## src/rtl/maze_game_sequencer.sv

```systemverilog
// Round sequencer for the micromouse maze game: requests a maze, homes the
// player, times the play phase and decides win or lose.
module maze_game_sequencer #(
    parameter int unsigned GOAL_X        = 23,
    parameter int unsigned GOAL_Y        = 23,
    parameter int unsigned TICKS_PER_SEC = 50000000,
    parameter int unsigned TIME_LIMIT    = 99
) (
    input  logic        clk,
    input  logic        reset,
    input  logic        start,
    input  logic        maze_ready,
    input  logic [7:0]  player_x,
    input  logic [7:0]  player_y,
    output logic        maze_gen_start,
    output logic        player_reset,
    output logic        player_load,
    output logic [2:0]  game_state,
    output logic [15:0] move_count,
    output logic [6:0]  time_left,
    output logic        win,
    output logic        lose
);

    typedef enum logic [2:0] {
        IDLE = 3'd0,
        GEN  = 3'd1,
        LOAD = 3'd2,
        PLAY = 3'd3,
        WIN  = 3'd4,
        LOSE = 3'd5
    } state_e;

    localparam logic [31:0] TICK_MAX   = 32'(TICKS_PER_SEC - 1);
    localparam logic [6:0]  TIME_INIT  = 7'(TIME_LIMIT);
    localparam logic [7:0]  GOAL_X_8   = 8'(GOAL_X);
    localparam logic [7:0]  GOAL_Y_8   = 8'(GOAL_Y);

    state_e      state_q, state_d;
    logic        start_q, start_d;
    logic        gen_pulse_q, gen_pulse_d;
    logic [15:0] move_count_q, move_count_d;
    logic [6:0]  time_left_q, time_left_d;
    logic [31:0] tick_q, tick_d;
    logic [7:0]  prev_x_q, prev_x_d;
    logic [7:0]  prev_y_q, prev_y_d;

    logic start_edge;
    logic goal_hit;
    logic moved;

    assign start_edge = start & ~start_q;
    assign goal_hit   = (player_x == GOAL_X_8) && (player_y == GOAL_Y_8);
    assign moved      = (player_x != prev_x_q) || (player_y != prev_y_q);

    // State and datapath registers; start_q resets high so a held button must be released first.
    always_ff @(posedge clk) begin
        if (reset) begin
            state_q      <= IDLE;
            start_q      <= 1'b1;
            gen_pulse_q  <= 1'b0;
            move_count_q <= '0;
            time_left_q  <= TIME_INIT;
            tick_q       <= '0;
            prev_x_q     <= 8'd1;
            prev_y_q     <= 8'd1;
        end else begin
            state_q      <= state_d;
            start_q      <= start_d;
            gen_pulse_q  <= gen_pulse_d;
            move_count_q <= move_count_d;
            time_left_q  <= time_left_d;
            tick_q       <= tick_d;
            prev_x_q     <= prev_x_d;
            prev_y_q     <= prev_y_d;
        end
    end

    // Next-state, round timer and move counter; gen_pulse_q marks the first GEN cycle.
    always_comb begin
        state_d      = state_q;
        start_d      = start;
        gen_pulse_d  = 1'b0;
        move_count_d = move_count_q;
        time_left_d  = time_left_q;
        tick_d       = tick_q;
        prev_x_d     = prev_x_q;
        prev_y_d     = prev_y_q;

        case (state_q)
            IDLE: begin
                if (start_edge) begin
                    state_d     = GEN;
                    gen_pulse_d = 1'b1;
                end
            end
            GEN: begin
                if (!gen_pulse_q && maze_ready) begin
                    state_d = LOAD;
                end
            end
            LOAD: begin
                move_count_d = '0;
                time_left_d  = TIME_INIT;
                tick_d       = '0;
                prev_x_d     = 8'd1;
                prev_y_d     = 8'd1;
                state_d      = PLAY;
            end
            PLAY: begin
                if (tick_q == TICK_MAX) begin
                    tick_d = '0;
                    if (time_left_q != '0) begin
                        time_left_d = time_left_q - 7'd1;
                    end
                end else begin
                    tick_d = tick_q + 32'd1;
                end
                if (moved) begin
                    if (move_count_q != '1) begin
                        move_count_d = move_count_q + 16'd1;
                    end
                    prev_x_d = player_x;
                    prev_y_d = player_y;
                end
                if (goal_hit) begin
                    state_d = WIN;
                end else if (time_left_q == '0) begin
                    state_d = LOSE;
                end
            end
            WIN, LOSE: begin
                if (start_edge) begin
                    state_d     = GEN;
                    gen_pulse_d = 1'b1;
                end
            end
            default: begin
                state_d = IDLE;
            end
        endcase
    end

    assign maze_gen_start = gen_pulse_q;
    assign player_reset   = (state_q == GEN);
    assign player_load    = (state_q == LOAD);
    assign game_state     = state_q;
    assign move_count     = move_count_q;
    assign time_left      = time_left_q;
    assign win            = (state_q == WIN);
    assign lose           = (state_q == LOSE);

endmodule

```

## config.mk

```make
export PLATFORM = sky130hd
export DESIGN_NAME = maze_game_sequencer
export DESIGN_NICKNAME = d
export VERILOG_FILES = /design/src/rtl/maze_game_sequencer.sv
export SDC_FILE = /design/constraint.sdc
export NUM_CORES = 1
export LEC_CHECK = 0
export CORE_MARGIN = 1
export CORE_UTILIZATION = 55
export CTS_CLUSTER_DIAMETER = 30
export DETAILED_ROUTE_END_ITERATION = 10
export PLACE_DENSITY_LB_ADDON = 0.2
export SYNTH_ARGS = -nofsm -noshare
export SYNTH_HDL_FRONTEND = slang
export SYNTH_SLANG_ARGS = --single-unit
```

## constraint.sdc

```tcl
create_clock -name clk -period 2.9 [get_ports clk]
set_clock_uncertainty 0.1 [all_clocks]
set_input_delay 0.87 -clock clk [delete_from_list [all_inputs] [get_ports clk]]
set_output_delay 0.87 -clock clk [all_outputs]
set_load 0.01 [all_outputs]
```

== Word-level counts from Yosys, hierarchy flattened ==
Index checks and enable logic that the tools add are counted.

* Bits in registers: 76
* Bits in latches: 0
* Bits in writable memories: 0
* ROM bits: 0
* Input bits: 20
* Output and inout port bits: 31
* Logic and storage cells: 64
* Memories: 0

* Add/subtract/negate cells: 3
* $mul: 0
* Divide/modulo/power cells: 0
* $lt $le $gt $ge: 0
* Equal/unequal tests: 18
* Shift-type cells: 0
* Multiplexer cells: 18
* Bitwise logic cells: 3
* Reduce and logical (&&, ||, !) cells: 14

{| class="wikitable"
|+ Operators with widths
! operator !! number
|-
| case mux 32 bit (2 select lines) || 1
|-
| adder 32 x 1 -> 32 bit, second input constant || 1
|-
| equality test 32 x 26 -> 1 bit, second input constant || 1
|-
| two-way mux 16 bit || 2
|-
| two-way mux 32 bit || 1
|-
| case mux 16 bit (2 select lines) || 1
|-
| case mux 8 bit (2 select lines) || 2
|-
| adder 16 x 1 -> 16 bit, second input constant || 1
|-
| equality test 8 x 5 -> 1 bit, second input constant || 2
|-
| two-way mux 8 bit || 2
|-
| != test 16 bit, second input constant || 1
|-
| != test 8 bit || 2
|-
| two-way mux 7 bit || 2
|-
| case mux 7 bit (2 select lines) || 1
|-
| two-way mux 3 bit || 4
|-
| case mux 3 bit (4 select lines) || 1
|-
| AND reduction 3 bit || 3
|-
| != test 2 bit, second input constant || 4
|-
| logical NOT 7 bit || 1
|-
| nonzero test 7 bit || 1
|-
| subtractor 7 x 1 -> 7 bit, second input constant || 1
|-
| equality test 3 x 2 -> 1 bit, second input constant || 2
|-
| equality test 3 bit, second input constant || 2
|-
| != test 2 x 1 -> 1 bit, second input constant || 2
|-
| other kinds (13) || 15
|}

== Logic depth before layout (Yosys ltp) ==
Gate-level depths: netlist of run 1.

* Word-level depth: 4
* Depth in mapped cells: 8

== Worst setup path after synthesis of run 1 ==
OpenSTA, ideal clock, no wires.

* Kind: input -> register
* Start: input port player_y[1]
* End: register move_count_q[0] (netlist: move_count[0])
* Arrival: 2.285 ns
* Data required time: 2.694 ns
* Setup slack: 0.409 ns
* Cell stages on the path: 7
* Buffers on the path: 2
* Cells stage by stage: xor2_1 > nor4_1 > and4_1 > clkbuf_1 > buf_2 > nor2_1 > o311ai_0

* Word-level cells in the longest chain between the ends: 4

{| class="wikitable"
|+ RTL lines
! item !! line !! RTL
|-
| start: declaration || 14 || <nowiki>input logic [7:0] player_y,</nowiki>
|-
| != test 8 bit || 54 || <nowiki>assign moved = (player_x != prev_x_q) || (player_y != prev_y_q);</nowiki>
|-
| logical OR 1 bit || 54 ||
|-
| != test 2 bit (no source line) || -- ||
|-
| AND reduction 3 bit (no source line) || -- ||
|-
| end signal: assignment || 71 || <nowiki>move_count_q <= move_count_d;</nowiki>
|-
| end: declaration || 42 || <nowiki>logic [15:0] move_count_q, move_count_d;</nowiki>
|}

Every way passes these cells.
A chain may end at the register's enable or synchronous reset.

== Worst setup path after layout of run 1 ==
* Start: input port player_x[4]
* End: register prev_y_q[5]

* Word-level cells in the longest chain between the ends: 4

{| class="wikitable"
|+ RTL lines
! item !! line !! RTL
|-
| start: declaration || 13 || <nowiki>input logic [7:0] player_x,</nowiki>
|-
| != test 8 bit || 54 ||
|-
| logical OR 1 bit || 54 ||
|-
| != test 2 bit (no source line) || -- ||
|-
| AND reduction 2 bit (no source line) || -- ||
|-
| end signal: assignment || 75 || <nowiki>prev_y_q <= prev_y_d;</nowiki>
|-
| end: declaration || 46 || <nowiki>logic [7:0] prev_y_q, prev_y_d;</nowiki>
|}

Every way passes these cells.

==> results by group, run 1 <==
Synth
  • Synth top area share: 37.05%
  • Syn Nets: 519
  • Synth top area cells: dfxtp_1, a31oi_1, xor2_1
  • Synth Instances: just under 500
  • Top cells by count, synth: dfxtp_1, nand2_1, a31oi_1, nor2_1, nand3_1
  • Synth cell types: 55
  • Mapped cell area: 4106 um2
  • Yosys warning total: 0
  • Top_reg_cell synth: dfxtp_1
  • #FFs+latches synth: 76
  • Most frequent cell after synthesis: dfxtp_1
  • Post-synthesis xor/xnor area fraction: approximately 5%
  • Post-Synth Adder-Cell Area: 1.219%
  • Post-synthesis sequential area ratio: 37.05%
  • Simple-gate portion of the synthesized area: a little under a third
  • Synth Area in Compound Gates: between 20% and 30%
  • Syn Area/Cell: 8.296 um2
  • Synth area leader: dfxtp_1
  • Mux share of post-synthesis cell area: between 2 and 2.5%
  • EDFF count, synth: 0
  • Largest family of logic cells by synthesized area: simple AND/OR/NAND/NOR gates
  • Ys async rst share: 0%

Clock tree
  • CTS Sinks: 76
  • Post-CTS Hold Fix Bufs: 0
  • Clk_lat worst skew: 0.35 ns
  • Postcts setup bufs: 0
  • Num CTS Buffers: 9
  • Post_cts resized: 0
  • Clock slew at reported path FFs: 0.08 ns
  • CTS tree: done
  • Htree depth: 3
  • Bufs on Longest Clock Path: 2
  • CTS root buf: clkbuf_8

Global route
  • First-pass GRT wire length: 18000 um
  • Largest net degree at the start of global routing: 25
  • Vias in the first global route: 3774
  • Overflow after GRT: 0
  • Initial antenna violation count: 0
  • GRT Util Overall: 29.55%

Outcome
  • Status: finished, final reports clean

Drt
  • Vias per inst: ~6.4
  • Total wire length: 10940 um
  • DR vias: roughly 4200
  • Drc violations: 0
  • Pre-antenna DRT Iters: 5
  • WL/cell: 16.67 um
  • Final ANT Viol Nets: 0
  • Drt first-iter violations: 378

Timing
  • Fmax: about 370 MHz
  • Minimum clock period: approximately 2.7 ns
  • Crit share post-route: between 90% and 100%
  • Max-slew headroom: 24.40%
  • Final hold vios: 0
  • Hold slack: 0.4027 ns
  • Final setup fails: 0
  • Sum Neg Setup Slack: 0 ns
  • Final setup margin: 0.1917 ns
  • Slew Viols, Final: 0
  • Slew @ Worst Pin: ~1.1 ns
  • RSZ-0062 raised after global routing: false

Power and ir drop
  • Seq pwr share: between 40% and 50%
  • Internal Power: 1.814 mW
  • Max VDD drop: 0.0003996 V
  • Clock power share: 39.1%
  • Leak: between 1.5 and 2 nW
  • PD cells: 486.7 nW/um2
  • PnR Total Power: 2.455 mW
  • NetSw: 0.6415 mW
  • Switching share of power: 26.12%
  • Gate power share: 16.0%

Placement
  • Placement Cell Area: 4810 um2
  • Port bufs: 50
  • Placed instance count: 640
  • Placer Congestion: 0.8530
  • DP HPWL: 7479 um
  • Place WS: -0.1548 ns

Setup path
  • R2r startpoint: tick_q[16]
  • Crit path max fanout: 14
  • Setup crit end kind: register
  • R2R depth: 5
  • CP startpoint: player_x[4]
  • CP Data Required Time: approximately 3.1 ns
  • R2R Setup Slk: 0.51 ns
  • Startpoint types: input port
  • FF-to-FF End: tick_q[31]
  • Crit path kind: in2reg
  • CP arrival: 2.90 ns
  • Worst setup path endpoint: prev_y_q[5]

Cells and area
  • Final non-filler cell area: 5045 um2
  • # diodes: 0
  • P&R area growth vs syn: 22.85%
  • Filler cells: between 500 and 600
  • Post-layout util: between 60% and 70%
  • Fin cells: 656
  • Share of layout cells above drive strength 1: between 9 and 10%
  • Fin nets: 576

Flow run
  • Maxcap violations: 0

Floorplanning
  • Core area: about 7300 um2
  • Top Ports: a little over 50
  • Initial Util: 56.62%
  • # rows: 31
  • Die width: 88.41 um
  • Die area: roughly 7800 um2
  • Vert. Die Dim: 88.41 um

Min path
  • Worst Hold Class: reg2reg
## registers in the layout, indices dropped and copies added (netlist names)
register and count:
maze_gen_start 1, prev_x_q 8, time_left 7, start_q 1, prev_y_q 8, game_state 3
tick_q 32, move_count 16
## cell families (layout without fill, tap and decap cells)
logic type	Yosys count	after routing
adder cells (fa/ha/maj)	4	4
AO/OA/AOI/OAI	119	119
buffers and inverters	41	103
AND/OR/NAND/NOR	223	223
multiplexers	9	9
XOR/XNOR	23	23
flip-flops	76	76
## power groups by stage
| stage | Clock (mW) | Sequential [mW] | Combinational [mW] |
|---|---|---|---|
| 3_3_place_gp | 0 | 1.12 | 0.373 |
| 3_5_place_dp | 0 | 1.12 | 0.382 |
| 2_1_floorplan | 0 | 1.12 | 0.209 |
| 6_report | 0.960 | 1.10 | 0.393 |
| 4_1_cts | 0.967 | 1.10 | 0.385 |
| 5_1_grt | 1.01 | 1.11 | 0.420 |
## final cells by class
class	instances	area (um2)	area share, %
clock buffers	11	131.4	2.604
clock inverters	5	100.1	1.984
inverters	11	41.29	0.8185
multi-input cells	378	2427	48.12
flip-flops and latches	76	1525	30.23
well taps	99	123.9	2.455
repair buffers	76	695.7	13.79
## critical path, stage by stage
cell             delay [ns]
clkdlybuf4s50_1        0.53
xor2_1                 0.17
nor4_1                 0.09
and4_1                 0.27
nor2_1                 0.75
a32o_1                 0.22
## routing by layer
metal  up-vias  global-route usage (%)  routed length [um]
li1       2020                       -                   -
met1      2016                   41.17                4992
met2       172                   46.29                5074
met3        12                   3.918                 726
met4         0                   12.02                 142
met5         -                       0                   0
## layout by cell type, fill, tap and decap left out, types with 10 or more instances in the layout
| cell | instances |
|---|---|
| nor4_1 | 14 |
| clkdlybuf4s50_1 | 50 |
| nand2_1 | 41 |
| or3_1 | 13 |
| nor2_1 | 31 |
| o21ai_0 | 14 |
| a21oi_1 | 18 |
| nand4_1 | 17 |
| xor2_1 | 19 |
| a31oi_1 | 33 |
| nor3_1 | 20 |
| inv_1 | 11 |
| dfxtp_1 | 73 |
| and3_1 | 10 |
| buf_4 | 26 |
| a32o_1 | 15 |
| nand3_1 | 29 |
## how the worst min path moves through the flow
stage / from / endpoint / depth (start not counted)
detailed placement: tick_q[15] / tick_q[15] / 1
global route: tick_q[31] / tick_q[31] / 1
CTS: tick_q[6] / tick_q[6] / 1
global placement: tick_q[15] / tick_q[15] / 1
floorplan: tick_q[31] / tick_q[31] / 1
finish: move_count[4] / move_count[4] / 2
(Power assumes the default switching activity.)
==> run 2, diff against run 1 <==
--- a/config.mk
+++ b/config.mk
@@ -5,7 +5,6 @@
 export SDC_FILE = /design/constraint.sdc
 export NUM_CORES = 1
 export LEC_CHECK = 0
-export CORE_MARGIN = 1
 export CORE_UTILIZATION = 55
 export CTS_CLUSTER_DIAMETER = 30
 export DETAILED_ROUTE_END_ITERATION = 10
==> results of run 2 <==
The final DEF is identical to that of run 1; final timing and power are the same.
==> run 3, diff against run 2 <==
--- a/config.mk
+++ b/config.mk
@@ -5,10 +5,11 @@
 export SDC_FILE = /design/constraint.sdc
 export NUM_CORES = 1
 export LEC_CHECK = 0
-export CORE_UTILIZATION = 55
+export CORE_UTILIZATION = 56
 export CTS_CLUSTER_DIAMETER = 30
 export DETAILED_ROUTE_END_ITERATION = 10
-export PLACE_DENSITY_LB_ADDON = 0.2
+export GPL_TIMING_DRIVEN = 0
+export PLACE_DENSITY = 0.82
 export SYNTH_ARGS = -nofsm -noshare
 export SYNTH_HDL_FRONTEND = slang
 export SYNTH_SLANG_ARGS = --single-unit
==> results by group, run 3 (synthesis gave the netlist of run 1 again) <==
Setup path
  • Startpoint types: input port (unchanged)
  • R2R depth: 8 (was 5)
  • FF-to-FF End: time_left[4] (was tick_q[31])
  • CP Data Required Time: 3.08 ns (was 3.09 ns)
  • Crit path kind: in2reg (unchanged)
  • Setup crit end kind: register (unchanged)
  • R2r startpoint: tick_q[0] (was tick_q[16])
  • CP arrival: 3.01 ns (was 2.90 ns)
  • Crit path max fanout: 10 (was 14)
  • R2R Setup Slk: 0.09 ns (was 0.51 ns)

Drt
  • Drt first-iter violations: 564 (was 378)
  • Final ANT Viol Nets: 0 (unchanged)
  • Drc violations: 0 (unchanged)
  • DR vias: 4340 (was 4220)
  • Pre-antenna DRT Iters: 6 (was 5)
  • Vias per inst: 6.616 (was 6.433)
  • WL/cell: 18.14 um (was 16.67 um)
  • Total wire length: 11900 um (was 10940 um)

Placement
  • Placement Cell Area: 4727 um2 (was 4810 um2)
  • Port bufs: 50 (unchanged)
  • Placer Congestion: 0.9152 (was 0.8530)
  • DP HPWL: 8370 um (was 7479 um)
  • Placed instance count: 641 (was 640)

Cells and area
  • # diodes: 0 (unchanged)
  • Final non-filler cell area: 4987 um2 (was 5045 um2)
  • P&R area growth vs syn: 21.45% (was 22.85%)
  • Leading cell type in the layout, fill and taps excluded: dfxtp_1 (unchanged)
  • Fin cells: 656 (unchanged)
  • Number of flip-flops in the largest register: 32 (unchanged)
  • Most frequent cells in the layout: dfxtp_1, clkdlybuf4s50_1, nand2_1 (unchanged)
  • Fin nets: 579 (was 576)
  • Largest Register: tick_q (unchanged)
  • Share of layout cells above drive strength 1: 7.500% (was 9.695%)

Timing
  • Fmax: 353.2 MHz (was 369.2 MHz)
  • Minimum clock period: 2.831 ns (was 2.708 ns)
  • Slew @ Worst Pin: 0.8004 ns (was 1.130 ns)
  • Final hold vios: 0 (unchanged)
  • RSZ-0062 raised after global routing: false (unchanged)
  • Max-slew headroom: 46.08% (was 24.40%)
  • Sum Neg Setup Slack: 0 ns (unchanged)
  • Final setup fails: 0 (unchanged)
  • Crit share post-route: 97.62% (was 93.39%)
  • Slew Viols, Final: 0 (unchanged)

Power and ir drop
  • Clock power share: 37.7% (was 39.1%)
  • Switching share of power: 27.26% (was 26.12%)
  • Gate power share: 15.9% (was 16.0%)
  • NetSw: 0.6465 mW (was 0.6415 mW)
  • Seq pwr share: 46.4% (was 44.9%)
  • Internal Power: 1.725 mW (was 1.814 mW)
  • PD cells: 475.5 nW/um2 (was 486.7 nW/um2)
  • Max VDD drop: 0.0004504 V (was 0.0003996 V)
  • Leak: 1.677 nW (was 1.746 nW)

Clock tree
  • CTS Sinks: 76 (unchanged)
  • CTS tree: done (unchanged)
  • Num CTS Buffers: 9 (unchanged)
  • Post-CTS Hold Fix Bufs: 0 (unchanged)
  • Bufs on Longest Clock Path: 2 (unchanged)
  • Htree depth: 3 (unchanged)
  • CTS root buf: clkbuf_8 (unchanged)
  • Clk_lat worst skew: 0.35 ns (about the same)
  • Clock slew at reported path FFs: 0.08 ns (about the same)

Global route
  • Met1 global-route usage: 43.67% (was 41.17%)
  • Most crowded layer after global routing: met2 (unchanged)
  • GRT Util Overall: 31.76% (was 29.55%)
  • Largest net degree at the start of global routing: 13 (was 25)
  • Overflow after GRT: 0 (unchanged)
  • Vias in the first global route: 3936 (was 3774)
  • First-pass GRT wire length: 19080 um (was 18000 um)
  • Met2 GRT Util: 48.58% (was 46.29%)
  • Met3 Track Usage GR: 6.503% (was 3.918%)
  • Initial antenna violation count: 0 (unchanged)

Floorplanning
  • Die area: 7679 um2 (was 7815 um2)
  • # rows: 30 (was 31)
  • Initial Util: 59.14% (was 56.62%)
  • Core area: 6944 um2 (was 7253 um2)
  • Vert. Die Dim: 87.63 um (was 88.41 um)
  • Die width: 87.63 um (was 88.41 um)
  • Top Ports: 51 (unchanged)

Min path
  • Hold Startpoint: tick_q[31] (was move_count[4])
  • Hold Path End: tick_q[31] (was move_count[4])
  • Worst Hold Class: reg2reg (unchanged)
  • Hold Path Depth: 1 (was 2)

Flow run
  • Maxcap violations: 0 (unchanged)

Outcome
  • Status: finished, final reports clean (unchanged)
-- run 3: cell types whose count changed in the layout (fill, tap and decap cells not counted), sizes merged --
cell,delta
buf,-20
bufinv,-1
clkbuf,+24
clkinvlp,+1
clkinv,-1
-- run 3: final cells by class --
class,count,area [um2]
clock inverter,4,72.57
tap,96,120.1
buffer,27,111.4
sequential,76,1523
timing repair buffer,52,515.5
inverter,11,41.29
multi-input combinational,378,2459
fill,562,1957
clock buffer,12,145.1
-- run 3: worst max path at each step --
stage                      from             to  slack (ns)  cells after the start
finish              player_x[0]  move_count[7]        0.07                      7
global placement    player_x[7]    prev_x_q[4]       -0.57                      7
detailed placement  player_x[7]    prev_y_q[3]       -0.63                      7
floorplan           player_y[1]  move_count[0]        0.41                      7
CTS                 player_x[0]    prev_y_q[3]       -0.01                      7
global route          tick_q[0]   time_left[4]       0.006                      8
-- run 3: worst max-delay path, stage by stage --
cell	delay [ns]
clkdlybuf4s50_1	0.49
xor2_1	0.21
nor4_2	0.33
and4_4	0.34
clkbuf_1	0.45
o21ai_0	0.19
a21oi_1	0.14
-- run 3: per-layer routing --
metal | up-vias | routed length [um]
met2 | 239 | 5428
met3 | 27 | 1016
met4 | 0 | 265
met1 | 2032 | 5191
li1 | 2042 | -
met5 | - | 0
-- run 3: timing repair --
item	4_1_cts	5_1_grt
resized for setup	7	11
pin swaps	0	2
endpoints found under the setup margin	28	34
endpoints found under the hold margin	0	0
setup buffers	0	2
-- run 3: power groups by stage --
stage          Combinational, mW  Sequential [mW]  Clock (mW)
2_1_floorplan              0.209             1.12           0
3_3_place_gp               0.355             1.11           0
3_5_place_dp               0.360             1.12           0
4_1_cts                    0.365             1.10       0.900
5_1_grt                    0.404             1.11       0.945
6_report                   0.376             1.10       0.894
-- run 3: metrics by stage --
stage | power [mW] | hold WS (ns) | utilization [%] | worst slack, ns
6_report | 2.371 | 0.3847 | 71.82 | 0.06914
2_1_floorplan | 1.324 | 0.3357 | - | 0.4089
5_1_grt | 2.454 | 0.4177 | 71.82 | 0.006037
4_1_cts | 2.364 | 0.3897 | 71.37 | -0.01314
3_3_place_gp | 1.470 | 0.3654 | 68.07 | -0.5717
3_5_place_dp | 1.476 | 0.3698 | 68.07 | -0.6273
